**src/rtl/spm_seq_mult.sv**
```systemverilog
// Serial-parallel multiplier: x is held across a chain of per-bit carry-save cells,
// y is streamed in LSB first and the 2*SIZE-bit product emerges serially from stage 0.
module spm_seq_mult #(
    parameter int SIZE = 32
) (
    input  logic                clk,
    input  logic                rst,
    input  logic                in_valid,
    output logic                in_ready,
    input  logic [SIZE-1:0]     x,
    input  logic [SIZE-1:0]     y,
    output logic                out_valid,
    input  logic                out_ready,
    output logic [2*SIZE-1:0]   product,
    output logic                p_serial,
    output logic                p_serial_valid,
    output logic                busy
);
    localparam int PW = 2 * SIZE;
    localparam int CW = $clog2(PW);

    typedef enum logic [1:0] {IDLE, RUN, DONE} state_t;

    state_t          state, state_next;
    logic [SIZE-1:0] x_reg, y_shift;
    logic [CW-1:0]   count;
    logic [PW-2:0]   prod_sr;
    logic [SIZE-1:0] fa_sum, sum_q;
    logic            accept, run, last, ybit;

    assign accept = (state == IDLE) && in_valid;
    assign run    = (state == RUN);
    assign last   = run && (count == CW'(PW - 1));
    // Once all multiplier bits are in, the chain keeps running on zeros to flush carries.
    assign ybit   = (count < CW'(SIZE)) && y_shift[0];

    always_ff @(posedge clk) begin
        if (rst) state <= IDLE;
        else     state <= state_next;
    end

    always_comb begin
        state_next = state;
        case (state)
            IDLE:    if (in_valid) state_next = RUN;
            RUN:     if (last) state_next = DONE;
            DONE:    if (out_ready) state_next = IDLE;
            default: state_next = IDLE;
        endcase
    end

    always_comb begin
        in_ready  = (state == IDLE);
        out_valid = (state == DONE);
        busy      = (state != IDLE);
    end

    // Stage i adds its partial product, the sum from stage i+1 and its own carry.
    for (genvar i = 0; i < SIZE; i++) begin : g_stage
        logic sum_in, pp, carry_q;
        if (i == SIZE - 1) begin : g_top
            assign sum_in = 1'b0;
        end else begin : g_mid
            assign sum_in = sum_q[i+1];
        end
        assign pp        = x_reg[i] & ybit;
        assign fa_sum[i] = pp ^ sum_in ^ carry_q;
        always_ff @(posedge clk) begin
            if (rst || accept) carry_q <= 1'b0;
            else if (run)      carry_q <= (pp & sum_in) | (pp & carry_q) | (sum_in & carry_q);
        end
    end

    always_ff @(posedge clk) begin
        if (rst || accept) sum_q <= '0;
        else if (run)      sum_q <= fa_sum;
    end

    // The registered stage-0 sum is exactly the last product bit emitted.
    assign p_serial = sum_q[0];

    always_ff @(posedge clk) begin
        if (rst) begin
            x_reg          <= '0;
            y_shift        <= '0;
            count          <= '0;
            prod_sr        <= '0;
            product        <= '0;
            p_serial_valid <= 1'b0;
        end else begin
            p_serial_valid <= run;
            if (accept) begin
                x_reg   <= x;
                y_shift <= y;
                count   <= '0;
                prod_sr <= '0;
            end else if (run) begin
                y_shift <= y_shift >> 1;
                count   <= count + CW'(1);
                prod_sr <= {fa_sum[0], prod_sr[PW-2:1]};
                if (last) product <= {fa_sum[0], prod_sr};
            end
        end
    end
endmodule

```
**config.mk**
```make
export PLATFORM = sky130hd
export DESIGN_NAME = spm_seq_mult
export DESIGN_NICKNAME = d
export VERILOG_FILES = /design/src/rtl/spm_seq_mult.sv
export SDC_FILE = /design/constraint.sdc
export NUM_CORES = 1
export LEC_CHECK = 0
export CAP_MARGIN = 10
export CORE_AREA = 5 5 175 135
export DETAILED_ROUTE_END_ITERATION = 6
export DIE_AREA = 0 0 180 140
export GPL_TIMING_DRIVEN = 0
export PLACE_DENSITY = 0.72
export SETUP_SLACK_MARGIN = 0.2
export SLEW_MARGIN = 20
export SYNTH_ARGS = -nofsm -noshare
export SYNTH_HDL_FRONTEND = slang
export SYNTH_SLANG_ARGS = --single-unit
export TNS_END_PERCENT = 5
```
**constraint.sdc**
```tcl
create_clock -name clk -period 4.5 [get_ports clk]
set_clock_uncertainty 0.2 [all_clocks]
set_input_delay 0.9 -clock clk [delete_from_list [all_inputs] [get_ports clk]]
set_output_delay 0.9 -clock clk [all_outputs]
set_load 0.01 [all_outputs]
```
== Yosys cells after proc, flatten, opt, wreduce, memory -nomap -nowiden ==
Index checks and enable logic that the tools add are counted.

* Register bits: 264
* Input port bits: 68

* Add/subtract/negate cells: 1
* Magnitude comparators: 1
* Eq/ne operators: 6
* Multiplexer cells: 6
* Bitwise gates (word level): 252
* Reductions and logical operators: 10

{| class="wikitable"
|+ Operator list
! cell !! number
|-
| 1-bit AND || 126
|-
| 32-bit two-way mux || 2
|-
| 1-bit bitwise XOR || 63
|-
| 1-bit OR || 62
|-
| 6-bit by 1-bit adder with 6-bit output (second input constant) || 1
|-
| 6-bit equality test (second input constant) || 1
|-
| 6-bit < comparator (second input constant) || 1
|-
| 2-bit two-way mux || 3
|-
| 2-bit one-hot mux with 3 select lines || 1
|-
| 3-bit AND reduction || 2
|-
| 2-bit by 1-bit inequality test with 1-bit output (second input constant) || 2
|-
| 2-bit nonzero test || 2
|-
| 1-bit logical AND || 3
|-
| 2-bit by 1-bit equality test with 1-bit output (second input constant) || 1
|-
| 2-bit equality test (second input constant) || 1
|-
| 2-bit logical NOT || 1
|-
| 2-bit inequality test (second input constant) || 1
|-
| 2-bit OR reduction || 1
|-
| 1-bit logical OR || 1
|-
| 1-bit inverter || 1
|}

== Depth between registers and ports, before layout ==
Gate-level depths: netlist of run 1.

* Depth after elaboration: 6
* Depth in mapped cells: 7

== Least setup slack after synthesis of run 1 ==
OpenSTA, ideal clock, no wires.

* Path kind: input -> register
* Start: input port in_valid
* End: register sum_q[21]
* Setup time: 79 ps
* Data arrival time: 1,936 ps
* Required time: 4,221 ps
* Setup slack: 2,285 ps
* Stages: 7
* Cell sequence: nor3b_1 > buf_2 > or2_1 > buf_2 > buf_6 > buf_6 > a211oi_2

* Cells in the longest elaborated chain, start to end: 2

{| class="wikitable"
|+ Ends and longest elaborated chain
! item !! line !! RTL
|-
| start, declared || 8 || <nowiki>input logic in_valid,</nowiki>
|-
| 1-bit logical AND || 31 || <nowiki>assign accept = (state == IDLE) && in_valid;</nowiki>
|-
| 1-bit logical OR || 75 || <nowiki>if (rst || accept) sum_q <= '0;</nowiki>
|-
| end signal, assigned || 76 || <nowiki>else if (run) sum_q <= fa_sum;</nowiki>
|-
| end, declared || 28 || <nowiki>logic [SIZE-1:0] fa_sum, sum_q;</nowiki>
|}

Every way passes these cells.
A chain may end at the register's enable or synchronous reset.

== Final worst setup path of run 1 ==
* Start: register state[1]
* End: output port out_valid

* Cells in the longest elaborated chain, start to end: 1

{| class="wikitable"
|+ Ends and longest elaborated chain
! item !! line !! RTL
|-
| start, declared || 24 || <nowiki>state_t state, state_next;</nowiki>
|-
| start signal, assigned || 39 || <nowiki>else state <= state_next;</nowiki>
|-
| 2-bit equality test || 54 || <nowiki>out_valid = (state == DONE);</nowiki>
|-
| end, declared || 12 || <nowiki>output logic out_valid,</nowiki>
|}

Every way passes these cells.

==> impl_results.md, run 1 <==
- Status: finished clean
- Worst hold path type: reg2reg
- CP bufs+invs: 1
- DR WL/cell: 16.07 um
- Remaining DRCs: 0
- Clock transition at path regs: 0.06 ns
- WP data required: 3.40 ns
- Yosys warnings: 0
- Fin nets: 1410
- Flops & latches, synth: 263
- Via count: 8702
- Commonest cells after routing, fill and taps aside: dfxtp_1 (263), nand2_1 (163), clkdlybuf4s50_1 (135), nor2_1 (103), a21oi_1 (101)
- Pleak: 4.690 nW
- # setup viols final: 0
- Max-Cap Viols: 0
- GR Layer Usage met3: 3.603%
- Syn nets: 1247
- Crit start category: flip-flop
- Register area share after synthesis: 49.44%
- Worst setup EP type: output pin
- Final ANT Viol Nets: 0
- CP max FO: 9
- CTS buffer count: 26
- Kind of cell adding the most delay to the critical path: buffers and inverters
- Register Area: 5265 sq um
- Slew HR: 61.19%
- Sink Count: 263
- # Post-CTS Setup Buffers: 0
- DRT Wirelength: 26000 um
- Cells after Synth: 1146
- Share of cells above drive strength 1: 11.48%
- Cell Chain, Critical Path: nor2b_1 > clkdlybuf4s50_1
- Core Util, Final: 60.63%
- CP arrival: 1.91 ns
- Ports: 137
- M2 GR Usage: 31.21%
- GP Congestion: 0.8065
- Setup TNS: 0 ns
- Peak supply drop: 0.0002242 V
- Top flop regs: product: 64 flops, prod_sr: 62 flops
- Post-Syn Area: 10650 sq um
- Worst slew pin tran: 0.5822 ns
- Filler cell count: 1869
- Pin count of the biggest net entering global routing: 14
- Power per cell area: 373.3 nW/um^2
- Area of the multi-input gates: 4658 sq um
- Met1 global-route usage: 30.50%
- Worst skew pair latency: 0.51 ns
- CP max-delay cell: clkdlybuf4s50_1
- Core area: 21700 sq um
- Max reg flops: 64
- RSZ-0062 raised after global routing: false
- DIE AREA: 25200 sq um
- CTS tree: yes
- Post-synthesis average cell area: 9.292 sq um
- Die width: 180 um
- Biggest register: product
- H-tree depth: 1
- GRT Residual Overflow: 0
- CTS resizes: 0
- Most Used Layer, Global Route: met2
- Starting density of the core: 49.07%
- GRT Total Usage: 20.36%
- Area added between synthesis and finish: 23.55%
- Buffers on Ports: 135
- FP Rows: 47
- Most common cell after layout, fill and taps aside: dfxtp_1
- Fin. max-slew vios: 0
- Fin crit period: 3.012 ns
- Final HPWL DP: 18160 um
- CTS root buffer: clkbuf_16
- Initial DRT Pass Iterations: 6
- Worst path max stage delay: 0.59 ns
- Die Y: 140 um
- Clock buffer depth: 3
- Final Hold Viols: 0
- Crit Path Class: reg2out
- Number of antenna violations at the first check in global routing: 0
- Via density per instance: 5.378
- Final period util: 66.94%
- Library cells used by synthesis: 36
- Max Clk Rate: 0.3320 GHz
- First-pass GRT wire length: 43710 um
- Initial DRC count: 722
- Vias in the first global route: 8388
- Hold-fix buffers, CTS: 0
- Ant diodes: 0
-- synthesized netlist by cell type --
library cell / number / area share, %
o2bb2ai_1: 2 / 0.16
ha_1: 2 / 0.23
nor3b_1: 1 / 0.071
a211oi_2: 10 / 1.2
inv_1: 69 / 2.4
o21ba_2: 1 / 0.094
o211a_1: 32 / 3.0
buf_6: 2 / 0.21
nand2_1: 163 / 5.7
nor4b_1: 31 / 2.5
nand2b_1: 3 / 0.18
nor2b_1: 3 / 0.18
nand3b_1: 1 / 0.071
or3_1: 3 / 0.18
buf_1: 3 / 0.11
nand3_1: 1 / 0.047
o2bb2a_1: 1 / 0.094
nor2_1: 103 / 3.6
nand4_1: 1 / 0.059
inv_2: 1 / 0.035
a31o_2: 63 / 5.2
mux2i_1: 32 / 3.0
o22ai_1: 29 / 1.7
a211oi_1: 53 / 3.7
clkbuf_1: 59 / 2.1
buf_2: 40 / 1.9
nand4b_1: 1 / 0.082
or2_1: 2 / 0.12
dfxtp_1: 263 / 49
a21oi_1: 101 / 4.7
o21ai_0: 34 / 1.6
nor3_1: 1 / 0.047
fa_1: 31 / 5.8
buf_4: 1 / 0.071
and2_1: 1 / 0.059
xnor2_1: 2 / 0.16
-- path summary, 6_finish.rpt --
check / start / endpoint / slack, ns / cells after the start
setup reg to reg: y_shift[0] / product[63] / 2.01 / 7
setup / recovery: state[1] / out_valid / 1.49 / 2
hold reg to reg: prod_sr[56] / prod_sr[55] / 0.26 / 2
hold / removal: prod_sr[56] / prod_sr[55] / 0.26 / 2
-- per-stage QoR --
step	cell area, sq um	power (mW)	instances	hold slack [ns]	setup slack, ns
6_report	13160	4.912	1618	0.2623	1.488
5_1_grt	13160	5.118	1618	0.2765	1.408
4_1_cts	13160	4.952	1618	0.2625	1.474
3_5_place_dp	12370	2.934	1575	0.2549	1.430
3_3_place_gp	12370	2.922	1575	0.2466	1.445
2_1_floorplan	10650	2.769	1146	0.2363	2.285
-- layout make-up --
type	instances	area share, %
Sequential cell	263	40.02
Clock inverter	2	0.07608
Clock buffer	41	5.915
Timing Repair Buffer	135	10.27
Buffer	105	3.519
Tap cell	294	2.796
Inverter	70	1.997
Multi-Input combinational cell	708	35.41
-- power by group --
group          switching, mW  internal [mW]
clock network          0.851           1.17
registers             0.0404           2.41
logic                  0.263          0.177
total                   1.15           3.76
-- routing by layer --
layer,share of wire (%),wire length (um)
met3,5.5,1433
met2,44,11360
met5,0,0
met4,1.7,455
met1,49,12750
-- cells by family (layout without fill, tap and decap cells) --
group                      after synthesis  after routing  share of synthesized area [%]
AOI/OAI and AO/OA                      326            326                          21.50
and+or+nand+nor                        315            315                          13.01
DFF                                    263            263                          49.44
buffers and inverters                  175            353                          6.815
adders and majority gates               33             33                          6.063
muxes                                   32             32                          3.008
xor gates and xnor gates                 2              2                         0.1645
-- tightest hold or removal path, cell delays in order (launching register included) --
cell,delay (ns)
dfxtp_1,0.32
nand2_1,0.05
a21oi_1,0.05
(Power assumes the default switching activity.)
==> inputs of run 2 (changes only) <==
==> constraint.sdc (replaced) <==
create_clock -name clk -period 2.78 [get_ports clk]
set_clock_uncertainty 0.2 [all_clocks]
set_input_delay 0.556 -clock clk [delete_from_list [all_inputs] [get_ports clk]]
set_output_delay 0.556 -clock clk [all_outputs]
set_load 0.01 [all_outputs]
==> impl_results.md, run 2 (synthesized netlist as in run 1, its figures left out) <==
- Clock transition at path regs: 0.07 ns
- Core area: 21700 sq um
- Max Clk Rate: 0.3988 GHz
- P_int: 6.082 mW
- Hold-fix buffers, CTS: 0
- Max-Cap Viols: 0
- Violated checks: DRC
- Commonest cells after routing, fill and taps aside: dfxtp_1 (262), nand2_1 (163), clkdlybuf4s50_1 (135), nor2_1 (102), a21oi_1 (101)
- Final ANT Viol Nets: 0
- Remaining DRCs: 3
- Crit Path Class: reg2reg
- Worst hold path type: reg2reg
- Die width: 180 um
- Status: finished, violations left
- Area of the multi-input gates: 4663 sq um
- Ant diodes: 0
- Placed Instance Area: 12370 sq um
- DR WL/cell: 16.08 um
- Fin nets: 1410
- Initial DRT Pass Iterations: 7
- Post-Layout Cell Count: 1618
- Net load switching power: 1.877 mW
- Area added between synthesis and finish: 23.60%
- Peak supply drop: 0.0003627 V
- Register Area: 5266 sq um
- RSZ-0062 raised after global routing: true
- Setup TNS: 0 ns
- Placed Instances: 1575
- Worst setup EP type: flip-flop
- Final Hold Viols: 0
- PnR worst setup slack: 0.2726 ns
- Cell Chain, Critical Path: nor2b_1 > clkbuf_1 > nand2_1 > fa_1 > inv_1 > nor3_1 > a211oi_1
- Min-Delay Endpoint: prod_sr[52]
- R2r endpoint: product[63]
- Vias in the first global route: 8402
- CP arrival: 2.69 ns
- CP max FO: 10
- Pin count of the biggest net entering global routing: 14
- Pleak: 4.691 nW
- Total power: 7.959 mW
- Fin crit period: 2.507 ns
- FP Rows: 47
- # Post-CTS Setup Buffers: 0
- Via density per instance: 5.364
- Most common cell after layout, fill and taps aside: dfxtp_1
- Die Y: 140 um
- Clk pwr share: 41.3%
- Max reg flops: 64
- Buffers on Ports: 135
- Sw Share: 23.58%
- Fin. max-slew vios: 0
- Final HPWL DP: 18160 um
- Sink Count: 263
- Crit start category: flip-flop
- First-pass GRT wire length: 43700 um
- CTS tree: yes
- Power per cell area: 604.7 nW/um^2
- Ports: 137
- Via count: 8679
- CP max-delay cell: fa_1
- CTS buffer count: 26
- Worst path max stage delay: 0.54 ns
- R2r setup slk: 0.27 ns
- Fin area: 13160 sq um
- Reg power frac: 49.8%
- Share of cells above drive strength 1: 11.71%
- Number of antenna violations at the first check in global routing: 0
- # setup viols final: 0
- Top flop regs: product: 64 flops, prod_sr: 62 flops
- DRT Wirelength: 26020 um
- GP Congestion: 0.8065
- Starting density of the core: 49.07%
- Clock buffer depth: 3
- GRT Residual Overflow: 0
- R2R Path Start: y_shift[0]
- Worst skew pair latency: 0.52 ns
- WP data required: 2.96 ns
- Worst r2r path cells: 7
- Dpl ws: 0.05353 ns
- CTS root buffer: clkbuf_16
- GRT Total Usage: 20.36%
- Comb power frac: 8.9%
- Core Util, Final: 60.66%
- H-tree depth: 1
- Filler cell count: 1866
- Worst slew pin tran: 0.5896 ns
- DIE AREA: 25200 sq um
- Hold path start: prod_sr[53]
- Final period util: 90.20%
- Slew HR: 60.70%
- Biggest register: product
- Min Hold Slack: 0.2631 ns
- Initial DRC count: 741
- WHS Path Cells: 2
## run 2: cell type report
cell class,instances,share of cell area [%]
flip-flops and latches,263,40.01
multi-input cells,708,35.43
repair buffers,135,10.27
clock buffers,41,5.913
plain buffers,105,3.517
well taps,294,2.795
inverters,70,1.996
clock inverters,2,0.07605
## run 2: worst max-delay path: cells and delay by family (launching register included)
family,cells,cell delay (ns)
compound gates,1,0.07
buf+inv,2,0.47
flops,1,0.37
fa+ha+maj,1,0.54
simple gates,3,0.72
## run 2: repair_timing
item,CTS,global route
endpoints found under the setup margin,1,3
resized for setup,2,1
pin swaps,0,0
cloned,0,0
## run 2: power by group through the flow
stage | registers [mW] | logic [mW] | clock network, mW
finish | 3.96 | 0.712 | 3.29
global route | 3.97 | 0.800 | 3.51
CTS | 3.96 | 0.714 | 3.34
detailed placement | 4.04 | 0.709 | 0
global placement | 4.04 | 0.693 | 0
floorplan | 4.02 | 0.459 | 0
## run 2: how the worst max path moves through the flow
stage                from           to  slack (ns)
2_1_floorplan  y_shift[0]  product[63]        0.78
3_3_place_gp     in_valid   prod_sr[4]        0.07
3_5_place_dp     in_valid   prod_sr[0]        0.05
4_1_cts          state[0]     in_ready        0.24
5_1_grt        y_shift[0]  product[63]        0.16
6_report       y_shift[0]  product[63]        0.27
## run 2: metal layers
layer | GRT usage, % | share of wire, % | vias to the layer above
li1 | - | - | 4276
met3 | 3.603 | 5.2 | 31
met1 | 30.46 | 50 | 4130
met4 | 4.128 | 1.9 | 0
met5 | 0 | 0 | -
met2 | 31.11 | 43 | 242
